--- src/rtl/prog_loader_if.sv ---
// Host byte-stream channel into the program loader: valid/ready handshake
// carrying one byte per transfer.
interface prog_loader_if;
  logic       s_valid;
  logic [7:0] s_data;
  logic       s_ready;

  modport master (output s_valid, output s_data, input s_ready);
  modport slave  (input s_valid, input s_data, output s_ready);
endinterface

--- src/rtl/prog_loader.sv ---
// Boot-time program loader: parses A5/LEN/data/checksum frames from the host,
// writes 32-bit words into instruction memory and runs the core until halt.
module prog_loader #(
  parameter int unsigned ADDR_W = 10
) (
  input  logic              clk,
  input  logic              rst_n,
  prog_loader_if.slave      host,
  output logic              imem_we,
  output logic [ADDR_W-1:0] imem_addr,
  output logic [31:0]       imem_wdata,
  output logic              cpu_en,
  input  logic              cpu_halt,
  output logic              busy,
  output logic              done,
  output logic              err
);

  localparam logic [7:0]  START = 8'hA5;
  localparam logic [31:0] CAP   = 32'd1 << ADDR_W;

  typedef enum logic [2:0] {
    S_IDLE,
    S_LEN_LO,
    S_LEN_HI,
    S_DATA,
    S_WRITE,
    S_CSUM,
    S_RUN,
    S_ERR
  } state_t;

  state_t          state;
  logic [15:0]     n_len;
  logic [ADDR_W:0] word_idx;
  logic [1:0]      byte_idx;
  logic [23:0]     asm_word;
  logic [7:0]      csum;

  logic [15:0]     len_next;
  logic            len_bad;
  logic            last_word;

  // Outputs decoded from the state register only, never from s_valid.
  assign host.s_ready = (state != S_WRITE) && (state != S_RUN);
  assign cpu_en       = (state == S_RUN);
  assign busy         = (state == S_LEN_LO) || (state == S_LEN_HI) ||
                        (state == S_DATA)   || (state == S_WRITE)  ||
                        (state == S_CSUM);

  assign len_next  = {host.s_data, n_len[7:0]};
  assign len_bad   = (len_next == 16'd0) || ({16'd0, len_next} > CAP);
  assign last_word = ({{(31 - ADDR_W){1'b0}}, word_idx} + 32'd1) == {16'd0, n_len};

  always_ff @(posedge clk or negedge rst_n) begin
    if (!rst_n) begin
      state      <= S_IDLE;
      n_len      <= '0;
      word_idx   <= '0;
      byte_idx   <= '0;
      asm_word   <= '0;
      csum       <= '0;
      imem_we    <= 1'b0;
      imem_addr  <= '0;
      imem_wdata <= '0;
      done       <= 1'b0;
      err        <= 1'b0;
    end else begin
      imem_we <= 1'b0;
      case (state)
        S_IDLE, S_ERR: begin
          if (host.s_valid && host.s_data == START) begin
            state    <= S_LEN_LO;
            done     <= 1'b0;
            err      <= 1'b0;
            csum     <= '0;
            word_idx <= '0;
            byte_idx <= '0;
          end
        end
        S_LEN_LO: begin
          if (host.s_valid) begin
            n_len[7:0] <= host.s_data;
            state      <= S_LEN_HI;
          end
        end
        S_LEN_HI: begin
          if (host.s_valid) begin
            n_len[15:8] <= host.s_data;
            if (len_bad) begin
              state <= S_ERR;
              err   <= 1'b1;
            end else begin
              state <= S_DATA;
            end
          end
        end
        S_DATA: begin
          if (host.s_valid) begin
            csum     <= csum ^ host.s_data;
            byte_idx <= byte_idx + 2'd1;
            case (byte_idx)
              2'd0: asm_word[7:0]   <= host.s_data;
              2'd1: asm_word[15:8]  <= host.s_data;
              2'd2: asm_word[23:16] <= host.s_data;
              default: begin
                // Top lane goes straight into the write data; no need to hold it.
                imem_we    <= 1'b1;
                imem_addr  <= word_idx[ADDR_W-1:0];
                imem_wdata <= {host.s_data, asm_word};
                state      <= S_WRITE;
              end
            endcase
          end
        end
        S_WRITE: begin
          word_idx <= word_idx + {{ADDR_W{1'b0}}, 1'b1};
          state    <= last_word ? S_CSUM : S_DATA;
        end
        S_CSUM: begin
          if (host.s_valid) begin
            if (host.s_data == csum) begin
              state <= S_RUN;
            end else begin
              state <= S_ERR;
              err   <= 1'b1;
            end
          end
        end
        S_RUN: begin
          if (cpu_halt) begin
            done  <= 1'b1;
            state <= S_IDLE;
          end
        end
        default: state <= S_IDLE;
      endcase
    end
  end

endmodule

--- src/flat_wrapper.sv ---
// flat-port wrapper written by rule: the top's interface ports become plain ports
module prog_loader_flat 
#(
  parameter int unsigned ADDR_W = 10
)
  (clk, rst_n, imem_we, imem_addr, imem_wdata, cpu_en, cpu_halt, busy, done, err, host_s_valid, host_s_data, host_s_ready);
  prog_loader_if host_i ();
  input  logic clk;
  input  logic rst_n;
  output logic imem_we;
  output logic [ADDR_W-1:0] imem_addr;
  output logic [31:0] imem_wdata;
  output logic cpu_en;
  input  logic cpu_halt;
  output logic busy;
  output logic done;
  output logic err;
  input wire logic [$bits(host_i.s_valid)-1:0] host_s_valid;
  input wire logic [$bits(host_i.s_data)-1:0] host_s_data;
  output wire logic [$bits(host_i.s_ready)-1:0] host_s_ready;
  assign host_i.s_valid = host_s_valid;
  assign host_i.s_data = host_s_data;
  assign host_s_ready = host_i.s_ready;
  prog_loader #(.ADDR_W(ADDR_W)) u_core (.clk(clk), .rst_n(rst_n), .host(host_i), .imem_we(imem_we), .imem_addr(imem_addr), .imem_wdata(imem_wdata), .cpu_en(cpu_en), .cpu_halt(cpu_halt), .busy(busy), .done(done), .err(err));
endmodule
--- config.mk ---
export PLATFORM = sky130hd
export DESIGN_NAME = prog_loader_flat
export DESIGN_NICKNAME = d
export VERILOG_FILES = /design/src/rtl/prog_loader_if.sv /design/src/rtl/prog_loader.sv /design/src/flat_wrapper.sv
export SDC_FILE = /design/constraint.sdc
export NUM_CORES = 1
export LEC_CHECK = 0
export ABC_AREA = 0
export CORE_MARGIN = 2
export CORE_UTILIZATION = 30
export DETAILED_ROUTE_END_ITERATION = 7
export GPL_TIMING_DRIVEN = 0
export PLACE_DENSITY_LB_ADDON = 0.15
export RECOVER_POWER = 50
export SETUP_SLACK_MARGIN = 0.5
export SYNTH_ARGS = -nofsm -noshare
export SYNTH_HDL_FRONTEND = slang
export SYNTH_SLANG_ARGS = --single-unit
--- constraint.sdc ---
create_clock -name clk -period 3.6 [get_ports clk]
set_input_delay 0.36 -clock clk [delete_from_list [all_inputs] [get_ports clk]]
set_output_delay 0.36 -clock clk [all_outputs]
set_load 0.01 [all_outputs]
==> impl_results.md, run 1 <==
* Mean Syn Cell Area at 11.6 sq um
* Core Util, Final at 37.5%
* Post-synth top area share at 53.8%
* Crit. End Element: register
* Area delta synth->final at 22.5%
* Critical-path top delay cell: clkbuf_1
* RSZ-0062 raised after global routing: no
* Post-synthesis cell area at 5070 sq um
* Slowest cell delay on critical path at 420 ps
* Min Hold Slack at 311 ps
* Cells after synthesis at 439
* Initial core utilization at 30.6%
* Largest net degree at the start of global routing at 58
* DR vias at 3563
* Root Driver: clkbuf_16
* Drt initial violations at 262
* Hold Crit Class: input pin to register
* Synth Area in Simple Gates at 10.6%
* Top cells by area, synth: dfrtp_1 54%, mux2_2 18%, o21ai_0 3.7%, xor2_1 2.8%, nand2_1 2.2%
* Setup violators final at 0
* Largest family of logic cells by synthesized area: multiplexers
* Seq cells post-synth at 109
* Post-synthesis xor/xnor area fraction at 4.49%
* TritonRoute pass-1 iters at 4
* Critical path type: register to register
* Vias per std cell at 4.87
* CP arrival at 2860 ps
* Number of max-cap violations at 0
* Distinct cells, synth at 47
* # IOs at 60
* Total clock buffers created by CTS at 9
* Clk Latency, worst-skew pair at 350 ps
* Die X-Extent at 134 microns
* Placer congestion estimate at 0.848
* Int Pwr at 3.21 mW
* Hold Fails Final Rpt at 0
* Minimum clock period at 2620 ps
* Synth area leader: dfrtp_1
* Flop pwr share at 42.1%
* Post-synthesis adder-cell area fraction at 1.23%
* DR DRC count at 0
* Placed Cells at 716
* Compound-gate portion of the synthesized area at 9.15%
* Tot Pwr at 4.91 mW
* Layout cell share with drive strength beyond 1 at 20.9%
* TritonCTS clock tree: done
* Clock sinks at 109
* Status: completed
* Worst slew margin at 4.54%
* Mux cell area share after synthesis at 18.0%
* I/O Buffers at 56
* Final WL at 11900 microns
* Worst-case clock skew at 5.91 ps
* Worst Max-Slew Pin Slew at 1430 ps
* # diodes at 0
* Clock tree buffer depth at 2
* Syn Nets at 456
* Clk slew on worst S/H paths at 70 ps
* Worst setup margin at 976 ps
* Switching share of power at 34.6%
* Vias in the first global route at 3646
* Syn. warnings at 0
* # fillers at 1636
* Die Footprint at 18000 sq um
* Wire per inst at 16.3 microns
* Total gr overflow at 0
* P_sw at 1.70 mW
* Comb pwr share at 38.9%
* Clock power share at 19.0%
* Max Freq at 0.381 GHz
* Critical-path cell list: clkbuf_1 -> nand2_1 -> nor2_1 -> clkbuf_1 -> nand2_1 -> mux2_2
* VDD IR max at 0.379 mV
* DPL Wire Length at 8100 microns
* Die Y at 134 microns
* Initial antenna violation count at 0
* H-Tree Depth at 3
* Post-Layout Cell Count at 731
* Worst slack at placement at 888 ps
* Rows at 47
* ANT nets after route at 0
* Total GRT Usage at 14.1%
* Req. time, crit path at 3840 ps
* Post-synthesis sequential area ratio at 53.8%
* Core area at 16600 sq um
* Setup bufs post-CTS at 0
* Max-slew violation count at 0
* Pwr dens at 790 nW/um^2
* Critical Path Fanout Max at 10
* Total Nets Final at 525
* Leak at 2.75 nW
* First-pass GRT wire length at 19700 microns
* CP startpoint kind: register
* Period Utilization, post-route at 72.9%
[worst paths after layout]
kind,startpoint,end,slack (ps),cells past startpoint
worst max-delay path,u_core.state[0]$_DFFE_PN0P_,u_core.asm_word[5]$_DFFE_PN0P_,980,6
worst max register to register,u_core.state[0]$_DFFE_PN0P_,u_core.asm_word[5]$_DFFE_PN0P_,980,6
max in group asynchronous,rst_n,u_core.imem_addr[9]$_DFFE_PN0P_,1820,3
worst min register to register,u_core.imem_addr[6]$_DFFE_PN0P_,u_core.imem_addr[6]$_DFFE_PN0P_,500,1
min in group asynchronous,rst_n,u_core.imem_addr[7]$_DFFE_PN0P_,870,2
worst min-delay path,host_s_data[3],u_core.csum[3]$_DFFE_PN0P_,310,3
[power groups by stage]
| stage | sequential, mW | combinational (mW) | clock (mW) |
|---|---|---|---|
| after floorplan | 2.09 | 1.20 | 0 |
| after global placement | 2.07 | 1.92 | 0 |
| after detailed placement | 2.09 | 1.96 | 0 |
| after CTS | 2.07 | 1.97 | 0.977 |
| after global routing | 2.15 | 2.14 | 1.02 |
| final | 2.06 | 1.91 | 0.933 |
[through the flow]
step / setup TNS, ps / instance area, sq um
6_report: 0 / 6210
5_1_grt: 0 / 6210
2_1_floorplan: 0 / 5070
3_3_place_gp: -236240 / 5910
3_5_place_dp: 0 / 5940
4_1_cts: 0 / 6220
[kinds of logic (layout without fill, tap and decap cells)]
family | count (synthesis) | count (layout)
compound gates | 74 | 74
xor+xnor | 26 | 26
fa+ha+maj | 5 | 5
buf+inv | 34 | 106
flops | 109 | 109
mux | 81 | 81
simple gates | 110 | 110
[placed cells by master (no fill, tap or decap), drive strengths merged, types with 15 or more instances in the layout]
cell / n
clkbuf: 34
clkdlybuf4s50: 31
dfrtp: 109
dlygate4sd3: 25
mux2: 81
nand2: 30
nand3: 15
nor2: 27
o21ai: 39
xor2: 16
[sequential cells by signal, indices dropped and copies added, names as in the netlist]
name               count
u_core.csum            8
u_core.byte_idx        2
u_core.asm_word       24
u_core.imem_addr      10
u_core.done            1
u_core.state           3
u_core.word_idx       11
u_core.imem_we         1
u_core.imem_wdata     32
u_core.err             1
u_core.n_len          16
[final cells by class]
type	count	area (sq um)	area share, %
Buffer	29	124	1.99
Clock buffer	10	239	3.85
Clock inverter	4	32.5	0.524
Inverter	5	18.8	0.302
Multi-Input combinational cell	296	2200	35.4
Sequential cell	109	2730	43.9
Tap cell	220	275	4.43
Timing Repair Buffer	58	593	9.55
[synth_stat cells (all sizes together)]
cell	number
a21bo	1
inv	5
o22ai	1
o31ai	3
o21bai	1
nor3b	2
or4	1
o21ai	39
o32a	1
nor4	7
ha	5
a31oi	1
buf	6
o32ai	1
xor2	16
nand3	15
xnor2	10
a41o	2
and3	2
or2	1
o311a	2
dfrtp	109
a211oi	4
nand2b	8
o41ai	1
nand4	7
a21oi	10
or3	2
nor3	5
o211ai	1
nand2	30
and2	2
o21a	2
a21boi	1
a22o	1
and4	1
clkbuf	23
mux2	81
a21o	1
a32o	1
nor2	27
[critical path, delay by kind of cell (launching register included)]
kind          cells  cell delay [ps]
buf+inv           2              780
flops             1              410
mux               1              370
simple gates      3              930
[repair_timing]
action / in CTS / in global routing
endpoints found under the setup margin: 0 / 0
hold endpoints to repair: 49 / 0
gates resized for setup: 0 / 0
hold buffers: 1 / 0
[routing by layer]
metal / GRT usage (%) / vias up / share of wire [%]
met5: 0 / - / 0
met4: 4.15 / 0 / 1.0
met3: 4.84 / 9 / 6.0
met2: 21.8 / 73 / 47
met1: 18.9 / 1791 / 46
li1: - / 1690 / -
(Power assumes the default switching activity.)
==> run 2: changes to the inputs <==
clock period = 2.6 ns   (was 3.6 ns; I/O delays follow)
==> impl_results.md, run 2 (synthesis results as in run 1) <==
* Wire per inst at 16.4 microns
* Area delta synth->final at 24.9%
* Area of the multi-input gates at 2250 sq um
* Tot Pwr at 6.97 mW
* Combined flip-flop and latch cell area at 2730 sq um
* I/O Buffers at 56
* Minimum clock period at 2070 ps
* Max-slew violation count at 0
* Req. time, crit path at 2830 ps
* Fin Setup TNS at 0 ps
* Clk slew on worst S/H paths at 70 ps
* Rows at 47
* Most frequent cells in the layout: 107 x dfrtp_1, 81 x mux2_2, 38 x o21ai_0
* ANT nets after route at 0
* Vias per std cell at 4.86
* Largest net degree at the start of global routing at 67
* RSZ-0062 raised after global routing: yes
* Status: completed
* Root Driver: clkbuf_16
* Total Nets Final at 530
* Critical Path Fanout Max at 10
* Die X-Extent at 134 microns
* Total clock buffers created by CTS at 9
* Register with the most flip-flops: u_core.imem_wdata
* Min Hold Slack at 218 ps
* Clk Latency, worst-skew pair at 350 ps
* DR DRC count at 0
* Placer congestion estimate at 0.859
* Worst slew margin at 19.3%
* # IOs at 60
* VDD IR max at 0.385 mV
* Setup violators final at 0
* Number of max-cap violations at 0
* TritonRoute pass-1 iters at 4
* Worst-case clock skew at 6.06 ps
* Layout cell share with drive strength beyond 1 at 26.6%
* First-pass GRT wire length at 19900 microns
* Critical path type: input pin to register
* Initial antenna violation count at 0
* Initial core utilization at 30.6%
* # diodes at 0
* DPL Wire Length at 8080 microns
* Die Footprint at 18000 sq um
* Most common cell after layout, fill and taps aside: dfrtp_1
* Clock tree buffer depth at 2
* Final WL at 12100 microns
* Total gr overflow at 0
* TritonCTS clock tree: done
* Drt initial violations at 261
* Max reg flops at 32
* DR vias at 3590
* Period Utilization, post-route at 79.5%
* Area post-placement at 5930 sq um
* CP arrival at 2300 ps
* Max Freq at 0.484 GHz
* Hold Crit Class: input pin to register
* H-Tree Depth at 3
* Vias in the first global route at 3638
* Worst Max-Slew Pin Slew at 1210 ps
* Core area at 16600 sq um
* Pwr dens at 1100 nW/um^2
* Hold Fails Final Rpt at 0
* Crit. End Element: register
* # fillers at 1650
* Post-route design area at 6340 sq um
* Leak at 2.83 nW
* Clock sinks at 109
* Die Y at 134 microns
* Total GRT Usage at 14.2%
* Regs by FF count: u_core.imem_wdata x32, u_core.asm_word x24, u_core.n_len x16
* CP startpoint kind: input pin
## run 2: power breakdown
group,switching (mW),total (mW),leakage [nW],internal (mW)
clock,0.637,1.30,0.124,0.659
combinational,1.34,2.82,1.30,1.47
sequential,0.454,2.86,1.41,2.41
## run 2: metal layers
| metal | GRT usage (%) | wire (microns) |
|---|---|---|
| met5 | 0 | 0 |
| met4 | 5.67 | 173 |
| met3 | 3.67 | 646 |
| met2 | 21.3 | 5490 |
| met1 | 19.7 | 5820 |
## run 2: final timing paths
path,start,endpoint,slack (ps),depth (start not counted)
worst max-delay path,host_s_data[4],u_core.csum[6]$_DFFE_PN0P_,530,6
worst min-delay path,host_s_data[3],u_core.csum[3]$_DFFE_PN0P_,220,3
worst max register to register,u_core.word_idx[9]$_DFFE_PN0P_,u_core.state[1]$_DFFE_PN0P_,570,6
worst min register to register,u_core.csum[0]$_DFFE_PN0P_,u_core.csum[0]$_DFFE_PN0P_,500,1
max in group asynchronous,rst_n,u_core.asm_word[18]$_DFFE_PN0P_,1020,3
min in group asynchronous,rst_n,u_core.imem_addr[6]$_DFFE_PN0P_,680,2
## run 2: through the flow
| step | worst slack [ps] | utilization, % | cells |
|---|---|---|---|
| 2_1_floorplan | 545 | - | 439 |
| 3_5_place_dp | -28.7 | 35.8 | 716 |
| 3_3_place_gp | -3040 | 35.6 | 715 |
| 4_1_cts | 503 | 37.9 | 733 |
| 6_report | 534 | 38.2 | 738 |
| 5_1_grt | 259 | 38.2 | 738 |
## run 2: critical path: stages
cell     delay, ps
buf_4          170
or3_4          380
nor4_1         690
a21oi_1        420
o21ai_0        260
o21ai_0        110
## run 2: cell type report
class | count | share of cell area [%]
plain buffers | 29 | 2.47
clock buffers | 12 | 3.73
clock inverters | 4 | 0.513
inverters | 5 | 0.296
multi-input cells | 296 | 35.5
flip-flops and latches | 109 | 43.1
well taps | 220 | 4.34
repair buffers | 63 | 10.0
## run 2: timing repair
item                                    CTS  global route
hold endpoints to repair                 43             0
gates resized for setup                  27            15
endpoints found under the setup margin   98            63
hold buffers                              1             0
pin swaps                                 0             2
setup buffers                             0             5
==> run 3: changes to the inputs <==
clock period = 1.65 ns   (was 2.6 ns; I/O delays follow)
==> impl_results.md, run 3 (synthesis results as in run 1) <==
* Total gr overflow at 0
* Regs by FF count: u_core.imem_wdata x32, u_core.asm_word x24, u_core.n_len x16
* DR vias at 3888
* Clock tree buffer depth at 2
* Number of max-cap violations at 1
* Max-slew violation count at 61
* Most common cell after layout, fill and taps aside: dfrtp_1
* DR DRC count at 0
* Pwr dens at 1750 nW/um^2
* Die Y at 134 microns
* Most frequent cells in the layout: 107 x dfrtp_1, 66 x mux2_2, 40 x buf_4
* VDD IR max at 0.652 mV
* Req. time, crit path at 1900 ps
* Total GRT Usage at 15.7%
* Leak at 3.49 nW
* Vias per std cell at 4.85
* Hold Crit Class: input pin to register
* Initial antenna violation count at 0
* Minimum clock period at 1850 ps
* Area delta synth->final at 46.5%
* Clk Latency, worst-skew pair at 360 ps
* Layout cell share with drive strength beyond 1 at 52.7%
* CP startpoint kind: register
* Hold Fails Final Rpt at 0
* # diodes at 0
* DPL Wire Length at 8200 microns
* Worst slew margin at -3.35%
* Period Utilization, post-route at 112%
* Vias in the first global route at 3958
* Initial core utilization at 30.6%
* Drt initial violations at 216
* Placer congestion estimate at 0.806
* Placed Cells at 716
* Total Nets Final at 594
* Wire per inst at 17.5 microns
* Post-Layout Cell Count at 802
* Clock sinks at 109
* H-Tree Depth at 3
* Crit. End Element: register
* Die Footprint at 18000 sq um
* Worst setup margin at -195 ps
* # fillers at 1586
* Rows at 47
* Register with the most flip-flops: u_core.imem_wdata
* Setup violators final at 92
* Largest net degree at the start of global routing at 61
* First-pass GRT wire length at 21800 microns
* Tot Pwr at 13.0 mW
* Max Freq at 0.542 GHz
* Final WL at 14000 microns
* Max reg flops at 32
* Die X-Extent at 134 microns
* RSZ-0062 raised after global routing: yes
* I/O Buffers at 56
* # IOs at 60
* Critical Path Fanout Max at 7
* Worst-case clock skew at 13.3 ps
* Core area at 16600 sq um
* CP arrival at 2100 ps
* TritonCTS clock tree: done
* Critical path type: register to register
* Fin Setup TNS at -9210 ps
* Violations in the final reports: capacitance limit, slew limit, setup timing
* Area of the multi-input gates at 2720 sq um
* TritonRoute pass-1 iters at 4
* Root Driver: clkbuf_16
* Total clock buffers created by CTS at 9
* Clk slew on worst S/H paths at 80 ps
* Worst Max-Slew Pin Slew at 1550 ps
* Status: complete, but fails checks
* ANT nets after route at 0
* Combined flip-flop and latch cell area at 2730 sq um
-- run 3: cell count changes in the layout (fill, tap and decap cells not counted), sizes merged, moves of 2 or more --
cell	previous run	this run
buf	13	112
clkbuf	35	43
clkdlybuf4s15	0	3
clkdlybuf4s50	30	1
dlygate4sd2	1	5
dlygate4sd3	23	0
dlymetal6s2s	2	0
-- run 3: layer usage --
metal | global-route usage, % | wire (microns) | vias up | share of wire [%]
li1 | - | - | 1839 | -
met1 | 21.6 | 6430 | 1946 | 46
met2 | 24.2 | 6720 | 85 | 48
met3 | 4.42 | 608 | 18 | 4.3
met4 | 4.85 | 243 | 0 | 1.7
met5 | 0 | 0 | - | 0
-- run 3: worst paths after layout --
| check | slack, ps | start | endpoint | cells after the start |
|---|---|---|---|---|
| max | -200 | u_core.word_idx[7]$_DFFE_PN0P_ | u_core.state[1]$_DFFE_PN0P_ | 6 |
| min | 80 | host_s_data[6] | u_core.csum[6]$_DFFE_PN0P_ | 3 |
| max reg2reg | -200 | u_core.word_idx[7]$_DFFE_PN0P_ | u_core.state[1]$_DFFE_PN0P_ | 6 |
| min reg2reg | 490 | u_core.csum[7]$_DFFE_PN0P_ | u_core.csum[7]$_DFFE_PN0P_ | 1 |
| max in group asynchronous | 290 | rst_n | u_core.n_len[6]$_DFFE_PN0P_ | 2 |
| min in group asynchronous | 200 | rst_n | u_core.imem_addr[8]$_DFFE_PN0P_ | 1 |
-- run 3: final cells by class --
| cell class | instances | share of cell area [%] |
|---|---|---|
| Sequential cell | 109 | 36.7 |
| Clock buffer | 11 | 3.13 |
| Timing Repair Buffer | 124 | 13.4 |
| Clock inverter | 5 | 0.892 |
| Tap cell | 220 | 3.70 |
| Inverter | 5 | 0.354 |
| Multi-Input combinational cell | 299 | 36.6 |
| Buffer | 29 | 5.13 |
-- run 3: worst max-delay path: stages, from the launching register on --
cell and delay (ps):
dfrtp_1 370, buf_6 130, a41o_1 230, o311a_1 350, nor4_2 270, nand4_1 180, a41o_1 220
-- run 3: repair_timing --
| action | CTS | global route |
|---|---|---|
| pin swaps | 23 | 30 |
| buffers inserted | 39 | 23 |
| resized for setup | 263 | 97 |
| endpoints found under the hold margin | 59 | 59 |
| setup endpoints to repair | 157 | 141 |
| gates cloned | 5 | 3 |
-- run 3: report_power, final --
part           leakage, nW  switching [mW]  internal (mW)
combinational         1.93            2.88           3.36
clock                0.143            1.03           1.20
sequential            1.41           0.747           3.79
-- run 3: metrics by stage --
| step | hold slack, ps | util [%] | setup slack (ps) | instance area (sq um) |
|---|---|---|---|---|
| after global routing | 88.1 | 44.8 | -340 | 7430 |
| after CTS | -66.1 | 43.3 | -202 | 7180 |
| after floorplan | -131 | - | -291 | 5300 |
| after global placement | 472 | 37.0 | -3920 | 6140 |
| after detailed placement | 319 | 37.2 | -898 | 6160 |
| final | 76.2 | 44.8 | -195 | 7430 |
